[config.mk]
export PLATFORM = sky130hd
export DESIGN_NAME = utopia_rx_fifo
export DESIGN_NICKNAME = d
export VERILOG_FILES = /design/src/rtl/utopia_rx_fifo.sv
export SDC_FILE = /design/constraint.sdc
export NUM_CORES = 1
export LEC_CHECK = 0
export ABC_CLOCK_PERIOD_IN_PS = 7500
export CAP_MARGIN = 40
export CORE_ASPECT_RATIO = 1.5
export CORE_UTILIZATION = 54
export CTS_BUF_LIST = sky130_fd_sc_hd__clkbuf_16
export CTS_CLUSTER_SIZE = 30
export DETAILED_ROUTE_END_ITERATION = 16
export PLACE_DENSITY = 0.7
export RECOVER_POWER = 50
export SYNTH_ARGS = -nofsm -noshare
export SYNTH_HDL_FRONTEND = slang
export SYNTH_SLANG_ARGS = --single-unit
[constraint.sdc]
create_clock -name clk -period 7.5 [get_ports clk]
set_input_delay 1.5 -clock clk [delete_from_list [all_inputs] [get_ports clk]]
set_output_delay 1.5 -clock clk [all_outputs]
set_load 0.05 [all_outputs]
[src/rtl/utopia_rx_fifo.sv]
// UTOPIA receive-side cell FIFO: gathers bytes into whole-cell slots and only
// forwards complete cells to the switch core, dropping malformed or overflowing cells.
module utopia_rx_fifo #(
    parameter int CELL_BYTES  = 53,
    parameter int DEPTH_CELLS = 2
) (
    input  logic                         clk,
    input  logic                         rst,
    input  logic [7:0]                   rx_data,
    input  logic                         rx_soc,
    input  logic                         rx_en_n,
    output logic                         rx_clav,
    output logic [7:0]                   out_data,
    output logic                         out_soc,
    output logic                         out_valid,
    input  logic                         out_ready,
    output logic [$clog2(DEPTH_CELLS):0] cell_count,
    output logic [7:0]                   drop_cnt,
    output logic                         wr_state_dbg
);

    localparam int IW = (CELL_BYTES > 1) ? $clog2(CELL_BYTES) : 1;
    localparam int SW = $clog2(DEPTH_CELLS);
    localparam int CW = SW + 1;
    localparam logic [IW-1:0] LAST_IDX = IW'(CELL_BYTES - 1);
    localparam logic [CW-1:0] DEPTH_C  = CW'(DEPTH_CELLS);

    typedef enum logic {
        IDLE = 1'b0,
        FILL = 1'b1
    } wr_state_t;

    wr_state_t       state_q, state_d;
    logic [IW-1:0]   wr_idx_q, wr_idx_d;
    logic [SW-1:0]   wr_slot_q, wr_slot_d;
    logic [IW-1:0]   rd_idx_q, rd_idx_d;
    logic [SW-1:0]   rd_slot_q, rd_slot_d;
    logic [CW-1:0]   count_q, count_d;
    logic [7:0]      drop_q;
    logic            clav_q, clav_d;

    logic            mem_we;
    logic [IW-1:0]   mem_idx;
    logic            commit;
    logic            drop_inc;
    logic            rd_fire;
    logic            cell_done;

    logic [7:0]      mem [DEPTH_CELLS][CELL_BYTES];

    // Write side. In FILL the slot is already owned, so any offered byte is taken;
    // a new SOC there restarts the same slot rather than claiming another one.
    always_comb begin
        state_d   = state_q;
        wr_idx_d  = wr_idx_q;
        wr_slot_d = wr_slot_q;
        mem_we    = 1'b0;
        mem_idx   = wr_idx_q;
        commit    = 1'b0;
        drop_inc  = 1'b0;
        if (!rx_en_n) begin
            case (state_q)
                IDLE: begin
                    if (rx_soc) begin
                        if (count_q < DEPTH_C) begin
                            mem_we   = 1'b1;
                            mem_idx  = '0;
                            wr_idx_d = IW'(1);
                            state_d  = FILL;
                        end else begin
                            drop_inc = 1'b1;
                        end
                    end else if (count_q < DEPTH_C) begin
                        // When full, only the SOC of a refused cell is counted.
                        drop_inc = 1'b1;
                    end
                end
                FILL: begin
                    mem_we = 1'b1;
                    if (rx_soc) begin
                        drop_inc = 1'b1;
                        mem_idx  = '0;
                        wr_idx_d = IW'(1);
                    end else if (wr_idx_q == LAST_IDX) begin
                        commit    = 1'b1;
                        wr_idx_d  = '0;
                        wr_slot_d = wr_slot_q + SW'(1);
                        state_d   = IDLE;
                    end else begin
                        wr_idx_d = wr_idx_q + IW'(1);
                    end
                end
                default: state_d = IDLE;
            endcase
        end
    end

    // out_valid/out_ready: a byte moves on every rising edge where both are high;
    // out_valid never falls inside a cell and out_data/out_soc hold while out_ready is low.
    assign out_valid = (count_q != '0);
    assign rd_fire   = out_valid && out_ready;
    assign cell_done = rd_fire && (rd_idx_q == LAST_IDX);
    assign out_soc   = out_valid && (rd_idx_q == '0);
    assign out_data  = out_valid ? mem[rd_slot_q][rd_idx_q] : 8'h00;

    always_comb begin
        rd_idx_d  = rd_idx_q;
        rd_slot_d = rd_slot_q;
        if (rd_fire) begin
            if (cell_done) begin
                rd_idx_d  = '0;
                rd_slot_d = rd_slot_q + SW'(1);
            end else begin
                rd_idx_d = rd_idx_q + IW'(1);
            end
        end
    end

    always_comb begin
        count_d = count_q;
        case ({commit, cell_done})
            2'b10:   count_d = count_q + CW'(1);
            2'b01:   count_d = count_q - CW'(1);
            default: count_d = count_q;
        endcase
    end

    // Registered from next-state values so rx_clav always describes the current state.
    assign clav_d = (state_d == FILL) || (count_d < DEPTH_C);

    always_ff @(posedge clk or negedge rst) begin
        if (!rst) begin
            state_q   <= IDLE;
            wr_idx_q  <= '0;
            wr_slot_q <= '0;
            rd_idx_q  <= '0;
            rd_slot_q <= '0;
            count_q   <= '0;
            drop_q    <= '0;
            clav_q    <= 1'b0;
        end else begin
            state_q   <= state_d;
            wr_idx_q  <= wr_idx_d;
            wr_slot_q <= wr_slot_d;
            rd_idx_q  <= rd_idx_d;
            rd_slot_q <= rd_slot_d;
            count_q   <= count_d;
            clav_q    <= clav_d;
            if (drop_inc && (drop_q != 8'hFF)) begin
                drop_q <= drop_q + 8'd1;
            end
        end
    end

    // Cell storage carries no reset; unread contents are masked by out_valid.
    always_ff @(posedge clk) begin
        if (mem_we) begin
            mem[wr_slot_q][mem_idx] <= rx_data;
        end
    end

    assign rx_clav      = clav_q;
    assign cell_count   = count_q;
    assign drop_cnt     = drop_q;
    assign wr_state_dbg = (state_q == FILL);

endmodule

# ---- Yosys cells after proc, flatten, opt, wreduce, memory -nomap -nowiden
# Memory sizes are Yosys's and may differ from the RTL's.
# Index checks and enable logic that the tools add are counted.
dict set report word_totals {
  ff_bits 26
  latch_bits 0
  ram_bits 848
  rom_bits 0
  input_bits 13
  output_inout_bits 22
  wordCells 81
  mem_count 1
}
# name depth width rd rd_ports_with_merged_regs write_ports line
set memory_table {}
lappend memory_table {mem 2 424 1 0 1 49} ;# logic [7:0] mem [DEPTH_CELLS][CELL_BYTES];
dict set report op_classes {
  addsub 7
  multipliers 0
  n_div 0
  n_lt_le_gt_ge 5
  n_eq_ne 7
  n_shift 0
  mux 37
  n_bitwise 5
  reduce_logical 11
}
# operator count
set op_table {}
lappend op_table {{$mux W424} 1}
lappend op_table {{$mux W6} 9}
lappend op_table {{$bmux W8 S6} 1}
lappend op_table {{$demux W8 S6} 1}
lappend op_table {{$mux W8} 4}
lappend op_table {{$pmux W6 S2} 2}
lappend op_table {{$mux W1} 15}
lappend op_table {{$ge A7 B7 Y1 const B} 2}
lappend op_table {{$not A6 Y7} 2}
lappend op_table {{$add A6 B1 Y6 const B} 2}
lappend op_table {{$eq A6 B6 Y1 const B} 2}
lappend op_table {{$add A8 B1 Y8 const B} 1}
lappend op_table {{$ne A8 B8 Y1 const B} 1}
lappend op_table {{$lt A7 B1 Y1 const B} 1}
lappend op_table {{$logic_not A6 Y1} 1}
lappend op_table {{$pmux W1 S2} 3}
lappend op_table {{$logic_and A1 B1 Y1} 5}
lappend op_table {{$lt A2 B2 Y1 const B} 2}
lappend op_table {{$ne A2 B2 Y1 const B} 2}
lappend op_table {{$pmux W2 S2} 1}
lappend op_table {{$reduce_and A4 Y1} 1}
lappend op_table {{$not A1 Y1} 3}
lappend op_table {{$reduce_and A3 Y1} 1}
lappend op_table {{$add A1 B1 Y1 const B} 2}
lappend op_table {{7 further kinds} 7}

# ---- Longest topological paths before layout
dict set report logic_depth {
  ltp_word 11
  mapped_depth 12
  ltp_nobuf 10
}

# ---- Worst setup path after synthesis
# No wires, ideal clock.
dict set report synth_path {
  kind {reg-to-output}
  start {reg rd_idx_q[1]}
  end {out out_soc}
  t_arrival_ns 2.929
  required_time_ns 6.000
  slack_ns 3.071
  stages_incl_launch_ff 7
  path_cell_list {dfrtp_1 > buf_2 > inv_1 > buf_2 > buf_2 > ha_1 > nor4bb_1}
}
dict set report synth_between {
  elab_chain_len 2
}
# element line
set synth_lines {}
lappend synth_lines {{start: declaration} 36} ;# logic [IW-1:0] rd_idx_q, rd_idx_d;
lappend synth_lines {{start signal: assignment} 145} ;# rd_idx_q <= rd_idx_d;
lappend synth_lines {{$logic_not A6 Y1} 103} ;# assign out_soc = out_valid && (rd_idx_q == '0);
lappend synth_lines {{$logic_and A1 B1 Y1} 103}
lappend synth_lines {{end: declaration} 14} ;# output logic out_soc,
# Every way passes these cells.

# ---- Worst setup path in the final report
dict set report layout_path {
  start {reg rd_idx_q[0]}
  end {out out_data[6]}
}
dict set report layout_between {
  elab_chain_len 5
}
# element line
set layout_lines {}
lappend layout_lines {{$not A6 Y7 (implied by the code)} 104} ;# assign out_data = out_valid ? mem[rd_slot_q][rd_idx_q] : 8'h00;
lappend layout_lines {{$bmux W8 S6} 104}
lappend layout_lines {{$mux W8 (implied by the code) (2 in series)} 104}
lappend layout_lines {{$mux W8} 104}
lappend layout_lines {{end: declaration} 13} ;# output logic [7:0] out_data,
# Every way passes these cells. The select of a mux whose other input is x is not followed.

==> impl_metrics.yaml <==
power:
  share_seq_of_total_power_pct: 41.3
  power.clock.fraction_pct: 28.2
  switching_power_mw: 4.478
  switching_share_pct: 33.10
  power.leakage_nw: 12.05
  power_per_cell_area_nw_per_um2: 354.6
  comb_power_share_pct: 30.5
  power.ir.vdd_worst_v: 0.0006534
  power.internal_mw: 9.052
finish:
  final_nets: 1959
  antenna_cells: 0
  regArea_um2: 26120
  final_layout_size_suffix_gt1_share_pct: 13.00
  n_fill_cell: 4478
  layout-area-overhead-vs-synth_pct: 10.07
  multiInputGateArea_um2: 7918
synth:
  postSynthAreaPerCell_um2: 18.31
  netlist-cell-type-count: 56
  synthDominantCellAreaShare_pct: 73.45
  syn_area_um2: 34670
  ys_seq_elements: 874
  ys_dominant_reg_cell: "sky130_fd_sc_hd__edfxtp_1"
  cell_type_with_the_highest_aggregate_area_in_the_netlist: "sky130_fd_sc_hd__edfxtp_1"
  yosys_warnings: 0
  synth_sequential_area_ratio_pct: 75.33
  synth_edf_count: 848
  netlist_top_cells_area: "sky130_fd_sc_hd__edfxtp_1, sky130_fd_sc_hd__mux4_2, sky130_fd_sc_hd__mux2i_1"
  synth_nets: 1913
  ys_async_sr_fraction_pct: 2.975
  synth.most_common_cell: "sky130_fd_sc_hd__edfxtp_1"
  synth_common_cells: "sky130_fd_sc_hd__edfxtp_1, sky130_fd_sc_hd__mux2i_1, sky130_fd_sc_hd__nor2_1"
  postSynthCellCount: 1893
routing:
  wl_per_cell_um: 28.92
  drt_first_iter_violations: 1804
  detailroute.via_count: 17800
  drt-vias-per-instance: 6.360
  sum_of_routed_wire_length_over_all_layers_um: 80910
  antenna_left: 0
  length_of_the_first_detailed_routing_pass_in_iterations: 6
  remaining_drc_errors: 0
global_routing:
  pin_count_of_the_biggest_net_entering_global_routing: 97
  globalRouteTotalUtil_pct: 25.24
  initial_antenna_violation_count: 1
  wire_length_of_the_first_global_routing_pass_um: 119100
  leftover_overflow_at_the_end_of_global_routing: 0
  grt_pass1_vias: 18180
worst_setup_path:
  cp_common_cell: "sky130_fd_sc_hd__buf_4"
  worstSetupPathType: "register to output port"
  startpoint_type: "register"
  cp_slowest_stage_delay_ps: 800
  required_ps: 6000
  worstPathCellList: "buf_4, buf_4, mux4_2, a22oi_1, o211ai_1, a21oi_1, o21ai_0, clkdlybuf4s50_1"
  critical_path_arrival_ps: 4720
  endpoint_kind: "output port"
  crit_slowest_cell: "sky130_fd_sc_hd__clkdlybuf4s50_1"
  worst-path-max-fanout: 39
placed_design:
  portBuffers: 34
  hpwlAfterDp_um: 52320
  routability_driven_placement_congestion_ratio: 0.9296
die:
  initial_cell_density_of_the_core_pct: 54.73
  fp.coreArea_um2: 63340
  die_w_um: 208.9
  die_height_um: 312.3
  placement_rows: 113
  floorplan.io_pins: 35
  die_area_um2: 65240
sta:
  final_max_slew_viol_count: 794
  final_min_period_over_clock_period_pct: 82.89
  fin_worst_hold_slack_ps: 499.0
  slew-limit-headroom_pct: -176.7
  finalClockSkew_ps: 22.78
  fin_setup_tns_ps: 0
  finalSetupViolCount: 0
  rsz0062_at_grt: "false"
  min_cycle_time_layout_ps: 6217
  worst_slew_pin_slew_ps: 4150
  max_freq_mhz: 160.9
  final_hold_viol_count: 0
clock_network:
  tritoncts: "built"
  clock_tree.htree_level_count: 3
  cts.sink_count: 874
  cts-root-buf: "sky130_fd_sc_hd__clkbuf_16"
  cts_hold_buffers: 0
  cts_resized: 0
  cts.repair_timing.setup_buffer_count: 0
  tritoncts.num_buffers: 75
  clock_latency_on_the_worst_skew_pair_ps: 620
  cts-root-to-sink-buffers: 3
  clk_pin_slew_worst_paths_ps: 70
job:
  cap_violations: 12
outcome:
  status: "finished, violations left"
  violations: "max-capacitance violations, max-slew violations"
min_path:
  hold_path.class: "register to register"
[layer usage]
metal / vias up / share of wire, % / global-route usage, %
met4: 2 / 5.8 / 13.44
li1: 7656 / - / -
met2: 767 / 52 / 43.95
met1: 9167 / 36 / 30.34
met3: 203 / 6.7 / 3.848
met5: - / 0.014 / 0
[worst max-delay path: cells and delay by family, from the launching register on]
family	cells	cell delay, ps
AOI/OAI and AO/OA	4	1040
buffers and inverters	3	1840
DFF	1	740
muxes	1	450
[sequential cells by signal, summed over array words and instances (netlist names)]
register / flops
wr_state_dbg: 1
wr_slot_q: 1
rx_clav: 1
cell_count: 2
rd_slot_q: 1
mem: 848
drop_cnt: 8
wr_idx_q: 6
rd_idx_q: 6
[through the flow]
| step | area [µm²] | setup WS [ps] | power [mW] | std cells | util [%] |
|---|---|---|---|---|---|
| 3_5_place_dp | 35910 | 2048 | 9.772 | 2665 | 56.69 |
| 3_3_place_gp | 35620 | 1814 | 9.698 | 2649 | 56.24 |
| 4_1_cts | 38310 | 1367 | 13.55 | 2796 | 60.49 |
| 5_1_grt | 38160 | 1296 | 13.92 | 2798 | 60.24 |
| 6_report | 38160 | 1283 | 13.53 | 2798 | 60.24 |
| 2_1_floorplan | 34670 | 3071 | 8.365 | 1893 | - |
[cells in the final DEF, fill, tap and decap left out, types with 4 or more instances in the layout]
cell type,netlist,routed
sky130_fd_sc_hd__inv_1,8,15
sky130_fd_sc_hd__clkinv_1,1,18
sky130_fd_sc_hd__buf_4,19,22
sky130_fd_sc_hd__o211ai_1,12,12
sky130_fd_sc_hd__a21oi_1,44,44
sky130_fd_sc_hd__and3_1,5,5
sky130_fd_sc_hd__xnor2_1,10,10
sky130_fd_sc_hd__nand2b_1,5,5
sky130_fd_sc_hd__nand3_1,59,59
sky130_fd_sc_hd__mux2i_1,230,230
sky130_fd_sc_hd__nor2b_1,10,8
sky130_fd_sc_hd__clkbuf_1,51,19
sky130_fd_sc_hd__o221ai_1,7,7
sky130_fd_sc_hd__clkinv_2,0,15
sky130_fd_sc_hd__mux4_2,106,106
sky130_fd_sc_hd__clkbuf_16,0,78
sky130_fd_sc_hd__nor3_1,6,6
sky130_fd_sc_hd__nand4_1,16,16
sky130_fd_sc_hd__clkdlybuf4s50_1,0,23
sky130_fd_sc_hd__bufinv_16,0,7
sky130_fd_sc_hd__or2_2,7,7
sky130_fd_sc_hd__nand2_1,95,95
sky130_fd_sc_hd__a311oi_1,4,4
sky130_fd_sc_hd__or3_1,5,5
sky130_fd_sc_hd__dfrtp_1,26,23
sky130_fd_sc_hd__a22oi_1,81,81
sky130_fd_sc_hd__nor2_1,129,128
sky130_fd_sc_hd__o2111ai_1,7,7
sky130_fd_sc_hd__ha_1,7,7
sky130_fd_sc_hd__xor2_1,7,7
sky130_fd_sc_hd__o21ai_0,12,12
sky130_fd_sc_hd__edfxtp_1,848,848
[cell type report]
type                       count  share of cell area [%]
clock buffer                  78                   5.115
multi-input combinational    903                   20.75
inverter                       9                 0.08853
clock inverter                53                   1.194
sequential                   874                   68.46
tap                          805                   2.640
timing repair buffer          76                   1.751
[logic make-up after synthesis]
logic type | Yosys count | share of synthesized area (%)
flip-flops | 874 | 75.33
AND/OR/NAND/NOR | 351 | 4.548
multiplexers | 340 | 13.79
AO/OA/AOI/OAI | 188 | 3.757
buffers and inverters | 116 | 1.895
XOR/XNOR | 17 | 0.4295
adder cells (fa/ha/maj) | 7 | 0.2526
[path summary, 6_finish.rpt]
path | from | end | slack, ps | cells after the start
worst min-delay path | drop_cnt[6] | drop_cnt[6] | 500 | 1
min in group asynchronous | rst | rd_idx_q[1] | 1760 | 2
worst max register to register | wr_state_dbg | mem[0][339] | 3990 | 5
worst min register to register | drop_cnt[6] | drop_cnt[6] | 500 | 1
worst max-delay path | rd_idx_q[0] | out_data[6] | 1280 | 8
max in group asynchronous | rst | rd_idx_q[0] | 4720 | 2
[power by group through the flow]
stage	logic (mW)	clock network [mW]	registers, mW
finish	4.12	3.82	5.59
CTS	4.12	3.86	5.57
global placement	3.97	0	5.73
global route	4.30	4.03	5.59
floorplan	2.73	0	5.64
detailed placement	4.10	0	5.67
(Power assumes the default switching activity.)
